### config.mk
export PLATFORM = sky130hd
export DESIGN_NAME = layer_boundary_skid
export DESIGN_NICKNAME = d
export VERILOG_FILES = /design/src/rtl/layer_boundary_skid.sv
export SDC_FILE = /design/constraint.sdc
export NUM_CORES = 1
export LEC_CHECK = 0
export BUFFER_PORTS_ARGS = -buffer_cell sky130_fd_sc_hd__buf_4
export CAP_MARGIN = 20
export CORE_MARGIN = 3
export CORE_UTILIZATION = 45
export DETAILED_ROUTE_END_ITERATION = 8
export PLACE_DENSITY = 0.81
export SLEW_MARGIN = 20
export SYNTH_ARGS = -nofsm -noshare
export SYNTH_HDL_FRONTEND = slang
export SYNTH_SLANG_ARGS = --single-unit
### constraint.sdc
create_clock -name clk -period 2.45 [get_ports clk]
set_input_delay 0.1225 -clock clk [delete_from_list [all_inputs] [get_ports clk]]
set_output_delay 0.1225 -clock clk [all_outputs]
set_load 0.01 [all_outputs]
### src/rtl/layer_boundary_skid.sv
// rtl/layer_boundary_skid.sv - registered two-entry valid/ready skid stage between LUT layers
module layer_boundary_skid #(
  parameter int NUM_NEURONS = 32,
  parameter int OUT_BITS    = 2,
  parameter int DATA_W      = NUM_NEURONS * OUT_BITS
) (
  input  logic              clk,
  input  logic              rst,
  input  logic [DATA_W-1:0] in_data,
  input  logic              in_valid,
  output logic              in_ready,
  output logic [DATA_W-1:0] out_data,
  output logic              out_valid,
  input  logic              out_ready,
  output logic [1:0]        occupancy
);

  typedef enum logic [1:0] {
    EMPTY = 2'd0,
    ONE   = 2'd1,
    TWO   = 2'd2
  } state_t;

  state_t            state, state_next;
  logic [DATA_W-1:0] main_data, main_next;
  logic [DATA_W-1:0] skid_data, skid_next;
  logic              valid_q, valid_next;
  logic              ready_q, ready_next;
  logic              in_xfer, out_xfer;

  // Handshakes use only flopped flags, so out_ready never reaches in_ready combinationally
  assign in_xfer  = in_valid & ready_q;
  assign out_xfer = valid_q & out_ready;

  always_comb begin
    state_next = state;
    main_next  = main_data;
    skid_next  = skid_data;
    unique case (state)
      EMPTY: begin
        if (in_xfer) begin
          main_next  = in_data;
          state_next = ONE;
        end
      end
      ONE: begin
        if (in_xfer && out_xfer) begin
          main_next = in_data;
        end else if (in_xfer) begin
          skid_next  = in_data;
          state_next = TWO;
        end else if (out_xfer) begin
          state_next = EMPTY;
        end
      end
      TWO: begin
        if (out_xfer) begin
          main_next  = skid_data;
          state_next = ONE;
        end
      end
      default: state_next = EMPTY;
    endcase
    valid_next = (state_next != EMPTY);
    ready_next = (state_next != TWO);
  end

  always_ff @(posedge clk) begin
    if (rst) begin
      state     <= EMPTY;
      main_data <= '0;
      skid_data <= '0;
      valid_q   <= 1'b0;
      ready_q   <= 1'b1;
    end else begin
      state     <= state_next;
      main_data <= main_next;
      skid_data <= skid_next;
      valid_q   <= valid_next;
      ready_q   <= ready_next;
    end
  end

  assign out_data  = main_data;
  assign out_valid = valid_q;
  assign in_ready  = ready_q;
  assign occupancy = state;

endmodule

==> summary.txt <==
Initial antenna violation count: 0
Reg2reg end: out_data[45]$_SDFFE_PP0P_
Syn Nets: 680
Hold crit path type: primary input to register
Number of setup violations in the final report: 0
Clock Path Buffers: 2
GRT Residual Overflow: 0
First-pass GRT wire length: 28.6 mm
Ys Warns: 0
Critical path arrival: 2190 ps
Post-route insts no fill: 947
Port bufs: 135
Number of hold violations in the final report: 0
Post-Synth Simple-Gate Area: 6.67%
Top-count cell post-synth: dfxtp_1
Tcrit/Tclk final: 76.5%
R2r startpoint: occupancy[1]$_SDFF_PP0_
Count of max-cap constraint violations: 0
Slew HR: 51.7%
Total Negative Setup Slacks: 0 ps
Root Buffer: clkbuf_16
CTS Sinks: 132
Total GRT Usage: 24.6%
PnR worst setup slack: 575 ps
Final slew viol count: 0
Synth Area in Adders: 0%
XOR/XNOR share of the synthesized area: 0%
Die X: 120 um
DR vias: 5674
Worst slew pin tran: 725 ps
Leak Pwr: 0.00342 uW
PwrDens: 808 nW/um^2
Syn avg cell area: 9.50 sq um
Worst-Skew Late Latency: 420 ps
Final ANT Viol Nets: 0
CTS clk-pin slew, worst paths: 60 ps
CTS H-tree lvls: 4
Fin crit period: 1880 ps
Worst Path Required: 2760 ps
WL final: 17.8 mm
Ant. Diodes: 0
Max IR drop VDD: 489 uV
Vias in the first global route: 5804
Status: completed
Post-synth EDFFs: 0
Dpl ws: 650 ps
Initial Util: 47.2%
Area of the die: 14300 sq um
Largest net degree at the start of global routing: 69
Clk_skew: 9.73 ps
Wirelength per Cell: 18.8 um
Largest family of logic cells by synthesized area: compound AO/OA/AOI/OAI gates
Origin of the worst min-delay path: in_data[60]
Postcts setup bufs: 0
Vias per std cell: 5.99
Placed insts: 852
Multiplexer share of the synthesized area: 11.0%
1st-pass router iterations: 5
Synth top cells by count: 132 x dfxtp_1, 121 x a211oi_1, 65 x a21oi_1, 65 x o21ai_0
Hold path cells: 3
R2R Setup Slk: 570 ps
Synthesized area: 5810 sq um
Synth-to-layout area growth: 39.0%
Die height: 120 um
Worst setup SP type: register
Post-synthesis register bit count: 132
Synth Area in Compound Gates: 29.4%
Async set-reset flop share out of synthesis: 0%
Hpwl dp: 10.1 mm
Biggest area consumer among synthesized cells: dfxtp_1
Layout Nets: 834
Critical-path maximum fanout: 64
Ys flop type: dfxtp_1
Ports: 136
DR iter-0 viols: 606
Row cnt: 40
# DRC: 0
Cells after Synth: 612
Distinct cells, synth: 27
Top cells by area, synth: dfxtp_1 45%, a211oi_1 16%, mux2i_1 11%, a21oi_1 5.6%, o21ai_0 5.6%
CTS buffer count: 17
Seq/Total Area, Yosys: 45.5%
Layout cells sized above 1: 24.6%
Core Box Area: 12300 sq um
TritonCTS clock tree: yes
Gp weighted congestion: 0.780
Crit path kind: register to register
Worst Hold Path EP: skid_data[60]$_SDFFE_PP0P_
Max Clock Freq: 533 MHz
Worst r2r path cells: 4
RSZ-0062 raised after global routing: false
Top-area cell type share of the netlist area: 45.5%
Crit. End Element: register
-- what timing repair did --
item | 4_1_cts | 5_1_grt
gates resized for setup | 0 | 0
hold endpoints to repair | 64 | 0
hold buffers | 63 | 0
-- cell families after synthesis --
group	Yosys count
compound gates	264
flops	132
buf+inv	78
simple gates	74
mux	64
-- cell usage in the layout, fill, tap and decap left out --
cell	synthesis	routed
clkbuf_16	0	17
mux2i_1	64	64
clkinvlp_4	0	2
nand3b_1	1	1
clkinv_4	0	1
a221oi_1	1	1
clkinv_2	0	1
o22ai_4	0	1
a21boi_4	0	1
a211oi_1	121	121
a21oi_1	65	65
a211oi_2	7	7
and4b_2	0	1
a221o_1	1	1
a21o_1	1	1
o21ai_0	65	65
clkbuf_1	34	3
dfxtp_1	132	132
clkbuf_8	0	5
buf_4	5	144
nor4bb_1	1	1
bufinv_16	0	3
nor3b_1	1	1
nand2b_4	0	1
nand4_1	1	1
dlygate4sd3_1	0	63
buf_12	3	6
nand2_1	3	3
a21bo_4	0	1
nand3_1	64	64
and3b_4	0	1
-- flip-flops by register name, indices dropped and copies added (netlist names) --
signal     count
out_valid      1
occupancy      2
in_ready       1
out_data      64
skid_data     64
-- metal layers --
layer	share of wire, %	vias up	GRT usage (%)
li1	-	2639	-
met1	39	2734	28.5
met2	51	254	41.7
met3	6.0	47	6.22
met4	3.3	0	13.2
met5	0	-	0
-- through the flow --
stage          hold slack, ps  util, %  instance area [sq um]  power [uW]
4_1_cts                  9.52     65.6                   8080        6530
3_3_place_gp              389     55.4                   6820        3750
2_1_floorplan             234        -                   5810        3280
6_report                 27.2     65.6                   8080        6530
3_5_place_dp              401     55.4                   6820        3800
5_1_grt                  27.8     65.6                   8080        6780
-- power by group --
part	internal (uW)	switching (uW)
clock network	1740	924
registers	2350	139
logic	637	737
total	4730	1800
-- worst max-delay path: stages, from the launching register on --
cell,delay [ps]
dfxtp_1,390
and3b_4,350
buf_4,530
a211oi_1,190
a211oi_1,300
-- how the worst max path moves through the flow --
stage | startpoint | end | slack [ps] | cells after the start
CTS | occupancy[1]$_SDFF_PP0_ | out_data[45]$_SDFFE_PP0P_ | 590 | 4
finish | occupancy[1]$_SDFF_PP0_ | out_data[45]$_SDFFE_PP0P_ | 570 | 4
detailed placement | out_valid$_SDFF_PP0_ | out_data[38]$_SDFFE_PP0P_ | 650 | 4
global route | occupancy[1]$_SDFF_PP0_ | out_data[45]$_SDFFE_PP0P_ | 460 | 4
global placement | occupancy[1]$_SDFF_PP0_ | out_data[51]$_SDFFE_PP0P_ | 770 | 4
floorplan | occupancy[0]$_SDFF_PP0_ | out_data[27]$_SDFFE_PP0P_ | 1010 | 6
-- area by class of cell --
type | instances | area (sq um)
Clock inverter | 7 | 119
Clock buffer | 25 | 505
Multi-Input combinational cell | 402 | 2770
Sequential cell | 132 | 2640
Timing Repair Buffer | 213 | 1830
Fill cell | 962 | 4230
Tap cell | 168 | 210
No activity file was read; power rests on OpenSTA's default activity.
